$ cat config.mk
export PLATFORM = sky130hd
export DESIGN_NAME = smi_rx_streamer
export DESIGN_NICKNAME = d
export VERILOG_FILES = /design/src/rtl/smi_rx_streamer.sv
export SDC_FILE = /design/constraint.sdc
export NUM_CORES = 1
export LEC_CHECK = 0
export CORE_MARGIN = 8
export CORE_UTILIZATION = 51
export DETAILED_ROUTE_END_ITERATION = 12
export PLACE_DENSITY = 0.8
export SYNTH_ARGS = -nofsm -noshare
export SYNTH_HDL_FRONTEND = slang
export SYNTH_SLANG_ARGS = --single-unit
$ cat constraint.sdc
create_clock -name i_sys_clk -period 2.32 [get_ports i_sys_clk]
set_clock_uncertainty 0.15 [all_clocks]
set_input_delay 0.464 -clock i_sys_clk [delete_from_list [all_inputs] [get_ports i_sys_clk]]
set_output_delay 0.464 -clock i_sys_clk [all_outputs]
set_load 0.1 [all_outputs]
$ cat src/rtl/smi_rx_streamer.sv
// Drains the 0.9 GHz / 2.4 GHz RX sample FIFOs and serialises each 32-bit word
// into bytes on the SMI data bus, one byte per host read strobe, with one-word prefetch.
module smi_rx_streamer #(
    parameter bit         MSB_FIRST     = 1'b1,
    parameter logic [7:0] UNDERRUN_BYTE = 8'h00,
    parameter int         CNT_W         = 16
) (
    input  logic             i_sys_clk,
    input  logic             i_rst_b,
    input  logic             i_enable,
    input  logic             i_channel_sel,
    input  logic             i_smi_soe_b,
    output logic [7:0]       o_smi_data,
    output logic             o_fifo_09_pull,
    input  logic [31:0]      i_fifo_09_pulled_data,
    input  logic             i_fifo_09_empty,
    output logic             o_fifo_24_pull,
    input  logic [31:0]      i_fifo_24_pulled_data,
    input  logic             i_fifo_24_empty,
    input  logic             i_clr_status,
    output logic             o_underrun,
    output logic [CNT_W-1:0] o_underrun_cnt
);

    typedef enum logic [1:0] {
        ST_IDLE    = 2'd0,
        ST_PULL    = 2'd1,
        ST_CAPTURE = 2'd2
    } fetch_state_t;

    function automatic logic [7:0] pick_byte(input logic [31:0] word, input logic [1:0] idx);
        logic [1:0] lane;
        lane = MSB_FIRST ? (2'd3 - idx) : idx;
        case (lane)
            2'd0:    pick_byte = word[7:0];
            2'd1:    pick_byte = word[15:8];
            2'd2:    pick_byte = word[23:16];
            2'd3:    pick_byte = word[31:24];
            default: pick_byte = word[7:0];
        endcase
    endfunction

    logic             soe_meta_r, soe_sync_r, soe_prev_r;
    fetch_state_t     state_r;
    logic             chan_r;
    logic             pull_09_r, pull_24_r;
    logic [31:0]      cur_data_r, nxt_data_r;
    logic             cur_vld_r, nxt_vld_r;
    logic [1:0]       byte_idx_r;
    logic [7:0]       smi_data_r;
    logic             underrun_r;
    logic [CNT_W-1:0] underrun_cnt_r;

    logic             take_s, capture_s, sel_empty_s, underrun_take_s;
    logic [31:0]      cap_data_s, cur_data_s, nxt_data_s;
    logic             cur_vld_s, nxt_vld_s;
    logic [1:0]       byte_idx_s;

    assign take_s          = soe_prev_r & ~soe_sync_r;
    assign capture_s       = (state_r == ST_CAPTURE);
    assign cap_data_s      = chan_r ? i_fifo_24_pulled_data : i_fifo_09_pulled_data;
    assign sel_empty_s     = i_channel_sel ? i_fifo_24_empty : i_fifo_09_empty;
    assign underrun_take_s = take_s & ~cur_vld_r & i_enable;

    // Strobe synchroniser plus edge-detect stage; flush parks all flops at idle-high.
    always_ff @(posedge i_sys_clk) begin
        if (!i_rst_b || !i_enable) begin
            soe_meta_r <= 1'b1;
            soe_sync_r <= 1'b1;
            soe_prev_r <= 1'b1;
        end else begin
            soe_meta_r <= i_smi_soe_b;
            soe_sync_r <= soe_meta_r;
            soe_prev_r <= soe_sync_r;
        end
    end

    // Next CUR/NXT/byte_idx: a take on the last byte and a capture may coincide,
    // in which case NXT (if valid) moves up first and the captured word backfills.
    always_comb begin
        cur_data_s = cur_data_r;
        cur_vld_s  = cur_vld_r;
        nxt_data_s = nxt_data_r;
        nxt_vld_s  = nxt_vld_r;
        byte_idx_s = byte_idx_r;
        if (take_s && cur_vld_r && (byte_idx_r == 2'd3)) begin
            byte_idx_s = 2'd0;
            if (nxt_vld_r) begin
                cur_data_s = nxt_data_r;
                cur_vld_s  = 1'b1;
                nxt_data_s = capture_s ? cap_data_s : nxt_data_r;
                nxt_vld_s  = capture_s;
            end else begin
                cur_data_s = capture_s ? cap_data_s : cur_data_r;
                cur_vld_s  = capture_s;
                nxt_vld_s  = 1'b0;
            end
        end else begin
            if (take_s && cur_vld_r) begin
                byte_idx_s = byte_idx_r + 2'd1;
            end else begin
                byte_idx_s = byte_idx_r;
            end
            if (capture_s && cur_vld_r) begin
                nxt_data_s = cap_data_s;
                nxt_vld_s  = 1'b1;
            end else if (capture_s) begin
                cur_data_s = cap_data_s;
                cur_vld_s  = 1'b1;
            end else begin
                cur_vld_s  = cur_vld_r;
            end
        end
    end

    // Buffer registers and the registered byte presented to the pads.
    always_ff @(posedge i_sys_clk) begin
        if (!i_rst_b || !i_enable) begin
            cur_data_r <= 32'h0000_0000;
            nxt_data_r <= 32'h0000_0000;
            cur_vld_r  <= 1'b0;
            nxt_vld_r  <= 1'b0;
            byte_idx_r <= 2'd0;
            smi_data_r <= UNDERRUN_BYTE;
        end else begin
            cur_data_r <= cur_data_s;
            nxt_data_r <= nxt_data_s;
            cur_vld_r  <= cur_vld_s;
            nxt_vld_r  <= nxt_vld_s;
            byte_idx_r <= byte_idx_s;
            smi_data_r <= cur_vld_r ? pick_byte(cur_data_r, byte_idx_r) : UNDERRUN_BYTE;
        end
    end

    // Fetch FSM: one pull in flight; channel and empty flag sampled in IDLE only.
    always_ff @(posedge i_sys_clk) begin
        if (!i_rst_b || !i_enable) begin
            state_r   <= ST_IDLE;
            chan_r    <= 1'b0;
            pull_09_r <= 1'b0;
            pull_24_r <= 1'b0;
        end else begin
            case (state_r)
                ST_IDLE: begin
                    if ((!nxt_vld_r || !cur_vld_r) && !sel_empty_s) begin
                        state_r   <= ST_PULL;
                        chan_r    <= i_channel_sel;
                        pull_09_r <= ~i_channel_sel;
                        pull_24_r <= i_channel_sel;
                    end else begin
                        state_r   <= ST_IDLE;
                        pull_09_r <= 1'b0;
                        pull_24_r <= 1'b0;
                    end
                end
                ST_PULL: begin
                    state_r   <= ST_CAPTURE;
                    pull_09_r <= 1'b0;
                    pull_24_r <= 1'b0;
                end
                ST_CAPTURE: begin
                    state_r   <= ST_IDLE;
                    pull_09_r <= 1'b0;
                    pull_24_r <= 1'b0;
                end
                default: begin
                    state_r   <= ST_IDLE;
                    pull_09_r <= 1'b0;
                    pull_24_r <= 1'b0;
                end
            endcase
        end
    end

    // Sticky underrun flag and saturating counter; a clear beats a same-edge underrun.
    always_ff @(posedge i_sys_clk) begin
        if (!i_rst_b || i_clr_status) begin
            underrun_r     <= 1'b0;
            underrun_cnt_r <= {CNT_W{1'b0}};
        end else if (underrun_take_s) begin
            underrun_r <= 1'b1;
            if (underrun_cnt_r != {CNT_W{1'b1}}) begin
                underrun_cnt_r <= underrun_cnt_r + {{(CNT_W-1){1'b0}}, 1'b1};
            end
        end
    end

    assign o_smi_data     = smi_data_r;
    assign o_fifo_09_pull = pull_09_r;
    assign o_fifo_24_pull = pull_24_r;
    assign o_underrun     = underrun_r;
    assign o_underrun_cnt = underrun_cnt_r;

endmodule
# [After elaboration in Yosys (flattened, before gate mapping)]
# Index checks and enable logic that the tools add are counted.
[classes] n_reduce_logical=23 bitwise_logic=8 eq_ne=10 add_sub_neg=3 mux=20
[ops] op="2-to-1 mux 32 bit" n=9
[ops] op="case mux 8 bit (4 select lines)" n=1
[ops] op="adder 16 x 1 -> 16 bit, second input constant" n=1
[ops] op="inequality test 16 bit, second input constant" n=1
[ops] op="2-to-1 mux 1 bit" n=9
[ops] op="== test 2 bit, second input constant" n=4
[ops] op="inequality test 2 bit, second input constant" n=3
[ops] op="AND reduction 2 bit" n=3
[ops] op="logical NOT 1 bit" n=5
[ops] op="NOT 1 bit" n=5
[ops] op="== test 2 x 1 -> 1 bit, second input constant" n=2
[ops] op="logical AND 1 bit" n=4
[ops] op="logical NOT 2 bit" n=2
[ops] op="case mux 2 bit (2 select lines)" n=1
[ops] op="nonzero test 2 bit" n=2
[ops] op="OR reduction 2 bit" n=2
[ops] op="AND 1 bit" n=3
[ops] op="logical OR 1 bit" n=3
[ops] op="AND reduction 3 bit" n=1
[ops] op="OR reduction 3 bit" n=1
[ops] op="adder 2 x 1 -> 2 bit, second input constant" n=1
[ops] op="subtractor 2 bit, first input constant" n=1
[totals] regBits=101 inputBits=72 wordCells=79 out_inout_bits=27

# [Logic depth before layout (Yosys ltp)]
[logic_depth] depth_word=6 ltp_mapped=8 depth_no_buf=6

# [Least setup slack after synthesis]
# Ideal clock, no wire load.
[synth_timing] path_type="flip-flop to flip-flop" startpoint="register underrun_cnt_r[0], in the netlist o_underrun_cnt[0]" endpoint="register underrun_cnt_r[5], in the netlist o_underrun_cnt[5]" arrival_time_ns=2.524 path_buffers=2 setup_ns=0.071 required_ns=2.099 slack_ns=-0.424 period_less_slack_ns=2.744 stages_incl_launch_ff=8 path_cell_list="dfxtp_1 > ha_1 > nand4_1 > o41ai_1 > buf_2 > buf_6 > o21ai_0 > a21oi_1"
[synth_via] elab_chain_cells=2 elab_cells_between_ends=3 cone_classes="1 x add/sub; 1 x eq/ne; 1 x reduce/logical"
[synth_rtl] element="start, declared" line_no="52" source="logic [CNT_W-1:0] underrun_cnt_r;"
[synth_rtl] element="start signal, assigned" line_no="179" source="underrun_cnt_r <= {CNT_W{1'b0}};"
[synth_rtl] element="start signal, assigned" line_no="183" source="underrun_cnt_r <= underrun_cnt_r + {{(CNT_W-1){1'b0}}, 1'b1};"
[synth_rtl] element="parallel branches: the longest is 2 deep, another holds adder 16 x 1 -> 16 bit"
# Parallel ways; which one is timed is not known.
# A chain may end at the register's enable or synchronous reset.

# [Worst setup path after layout]
[layout_timing] startpoint="register byte_idx_r[1]" endpoint="register cur_data_r[31]"
[layout_via] elab_chain_cells=3 elab_cells_between_ends=4 cone_classes="2 x eq/ne; 1 x mux; 1 x reduce/logical"
[layout_rtl] element="start, declared" line_no="49" source="logic [1:0] byte_idx_r;"
[layout_rtl] element="start signal, assigned" line_no="130" source="byte_idx_r <= byte_idx_s;"
[layout_rtl] element="== test 2 bit *" line_no="86" source="if (take_s && cur_vld_r && (byte_idx_r == 2'd3)) begin"
[layout_rtl] element="logical AND 1 bit *" line_no="86"
[layout_rtl] element="inequality test 2 bit (no source line) / 2-to-1 mux 32 bit (equally long branches)"
[layout_rtl] element="end signal, assigned" line_no="126" source="cur_data_r <= cur_data_s;"
[layout_rtl] element="end, declared" line_no="47" source="logic [31:0] cur_data_r, nxt_data_r;"
# Mark *: on every way between the ends. The rest lies on a longest branch, timed or not.

==> flow_summary.toml <==
[placement]
dp_hpwl_mm = 8.739
place_ws_ps = -47.12
place_inst = 725
place.gp.congestion = 0.8516
portBuffers = 98

[global_routing]
grt_max_degree = 71
first_global_vias = 4390
grt_pass1_wl_mm = 20.97
grt_overflow = 0
grt_busiest_layer = "met2"
grt_util_met1 = 0.2400
grt_use_met3 = 0.03918
antenna_found_initial = 0
grt_use_met2 = 0.3320
grt_usage = 0.1951

[die]
core_area_um2 = 9109
initial_core_util = 0.5172
die_area_um2 = 12570
die_h_um = 112.1
rows = 35
die_x_um = 112.1
boundaryPins = 99

[setup_path]
slowest_stage = "or2_2"
cp-start-kind = "flip-flop"
timing.rr.start = "byte_idx_r[1]"
critical_path_class = "reg2reg"
crit_start = "byte_idx_r[1]"
path_cells = "ha_1, nand3b_1, or2_2, o2111ai_1, a21oi_1"
cp_num_buf_inv = 0
crit_arrival_ps = 2250
cp.required_ps = 2410
path_max_fanout = 32
critPathTopFamily = "simple AND/OR/NAND/NOR gates"
critPathCaptureType = "flip-flop"
slowest_delay_ps = 580

[cts]
cts.path.max_buffers = 2
cts_tree = "yes"
cts_htree_levels = 3
cts-root-buf = "clkbuf_8"
cts_hold_repair.buffers = 0
insertion_delay_ps = 360
cts_made_buffers = 9
cts_setup_buffers = 0
cts.clk_slew.worst_paths_ps = 100
clkSinkCount = 101

[power_and_ir_drop]
p_leak_nw = 1.939
power_density_nw_per_um2 = 520.0
clockPowerShare = 0.352
power.internal_mw = 2.393
swShare = 0.2331
seqPwrFrac = 0.559
combPwrFrac = 0.089
p_switching_uw = 727.0
ir_drop_mv = 0.3045

[synthesis]
synthCells = 544
synth_nets = 622
synth-edff-count = 0
netlist_area_um2 = 4711
synth_ff_type = "dfxtp_1"
ys_async_sr_fraction = 0
synth.most_common_cell = "dfxtp_1"
synth_top_area_cell = "dfxtp_1"
synth_common_cells = "101 x dfxtp_1, 69 x o21ai_0, 57 x a21oi_1"
synth_cell_types = 51
seq_area_frac_synth = 0.4292
synth_top_area_frac = 0.4292
ys_warn_count = 0
synth_seq_cells = 101
avgSynthCellArea_um2 = 8.660
synthTopCellsByArea = "dfxtp_1 43%, mux2i_1 7.4%, o21ai_0 7.3%, a21oi_1 6.1%, o2111ai_1 5.6%"

[sta]
relSlewSlack = 0.3720
setup_viol = 0
fin_ws_ps = 161.7
finalCritPeriodShare = 0.9303
rsz0062_at_grt = "no"
hold_viol = 0
worst_pin_slew_ps = 941.9
slew_viol_final = 0
layout_min_cycle_time_ps = 2158
fin_tns_setup_ps = 0
max_freq_mhz = 463.3

[routing]
dr.first_iter.drc_count = 403
drtPass1Iterations = 7
wl_mm = 12.27
ant_nets = 0
viasPerCell = 6.018
drc = 0
wire_per_inst_um = 16.59
vias = 4453

[layout]
nets = 703
syn_to_final_growth_pct = 27.36
finalNonFillerCells = 740
drive_gt1_frac = 0.1510
antenna_cells = 0

[flow_run]
max-cap-violations = 0

[outcome]
outcome = "finished clean"

[min_path]
min-delay-start = "soe_meta_r"
hp-class = "reg2reg"
## layout by cell type, fill, tap and decap left out, types with 3 or more instances in the layout
master / Yosys / layout
clkbuf_8: 0 / 9
o2111ai_1: 30 / 30
buf_12: 0 / 3
o21ai_0: 69 / 69
ha_1: 6 / 6
nand2b_1: 5 / 5
buf_4: 1 / 47
nand3_1: 7 / 7
and4_1: 3 / 3
nand2_1: 21 / 20
a222oi_1: 8 / 8
clkdlybuf4s50_1: 0 / 71
dfxtp_2: 0 / 15
mux2i_1: 35 / 35
nor3_1: 4 / 4
dfxtp_1: 101 / 84
nor2_1: 56 / 56
nor2b_1: 3 / 3
nor4_1: 3 / 3
or4_1: 5 / 5
a211oi_1: 32 / 32
a21oi_1: 57 / 57
inv_1: 4 / 4
or2_2: 3 / 3
nor3b_1: 3 / 3
nand4_1: 3 / 3
or3_1: 3 / 3
o31ai_1: 4 / 4
## power groups by stage
stage                     Clock (mW)  Sequential (mW)  Combinational (mW)
after floorplan                    0             1.79               0.114
after global placement             0             1.78               0.274
after detailed placement           0             1.78               0.280
after CTS                       1.11             1.74               0.281
after global routing            1.19             1.74               0.304
final                           1.10             1.74               0.279
## routing by layer
metal / vias to the layer above / wire (um)
li1: 2205 / -
met1: 2098 / 5454
met2: 131 / 5896
met3: 19 / 730
met4: 0 / 193
met5: - / 0
## flip-flops by register name, indices dropped and copies added, names as in the netlist
register / flops
cur_data_r: 32
nxt_data_r: 32
o_underrun_cnt: 16
o_smi_data: 8
byte_idx_r: 2
state_r: 2
chan_r: 1
cur_vld_r: 1
nxt_vld_r: 1
o_fifo_09_pull: 1
o_fifo_24_pull: 1
o_underrun: 1
soe_meta_r: 1
soe_prev_r: 1
soe_sync_r: 1
## path summary, 6_finish.rpt
path | endpoint | slack [ps] | depth (start not counted)
setup / recovery | cur_data_r[31] | 160 | 5
hold / removal | soe_sync_r | 280 | 1
setup reg to reg | cur_data_r[31] | 160 | 5
hold reg to reg | soe_sync_r | 280 | 1
## per-stage QoR
| stage | power (mW) | area [um^2] | hold slack [ps] | utilization |
|---|---|---|---|---|
| 4_1_cts | 3.133 | 5996 | 281.3 | 0.6582 |
| 3_5_place_dp | 2.063 | 5797 | 248.8 | 0.6364 |
| 6_report | 3.120 | 6000 | 276.9 | 0.6587 |
| 2_1_floorplan | 1.903 | 4736 | 236.3 | - |
| 3_3_place_gp | 2.056 | 5797 | 253.0 | 0.6364 |
| 5_1_grt | 3.242 | 6000 | 308.9 | 0.6587 |
## cells by family (layout without fill, tap and decap cells)
kind of cell	count (synthesis)	in the layout	synth area share
AOI/OAI and AO/OA	213	213	0.2876
and+or+nand+nor	132	132	0.1402
DFF	101	101	0.4292
buffers and inverters	56	141	0.05073
muxes	35	35	0.07437
adders and majority gates	6	6	0.01594
xor gates and xnor gates	1	1	0.001860
## area by class of cell
type / instances / area [um^2]
Fill cell: 780 / 3109
Timing Repair Buffer: 122 / 1135
Multi-Input combinational cell: 387 / 2475
Sequential cell: 101 / 2048
Clock inverter: 6 / 63.81
Inverter: 4 / 15.01
Tap cell: 111 / 138.9
Clock buffer: 9 / 123.9
## timing repair
item / in CTS / in global routing
endpoints found under the hold margin: 0 / 0
setup endpoints to repair: 3 / 3
resized for setup: 1 / 1
pin swaps: 0 / 0
No activity file was read; power rests on OpenSTA's default activity.
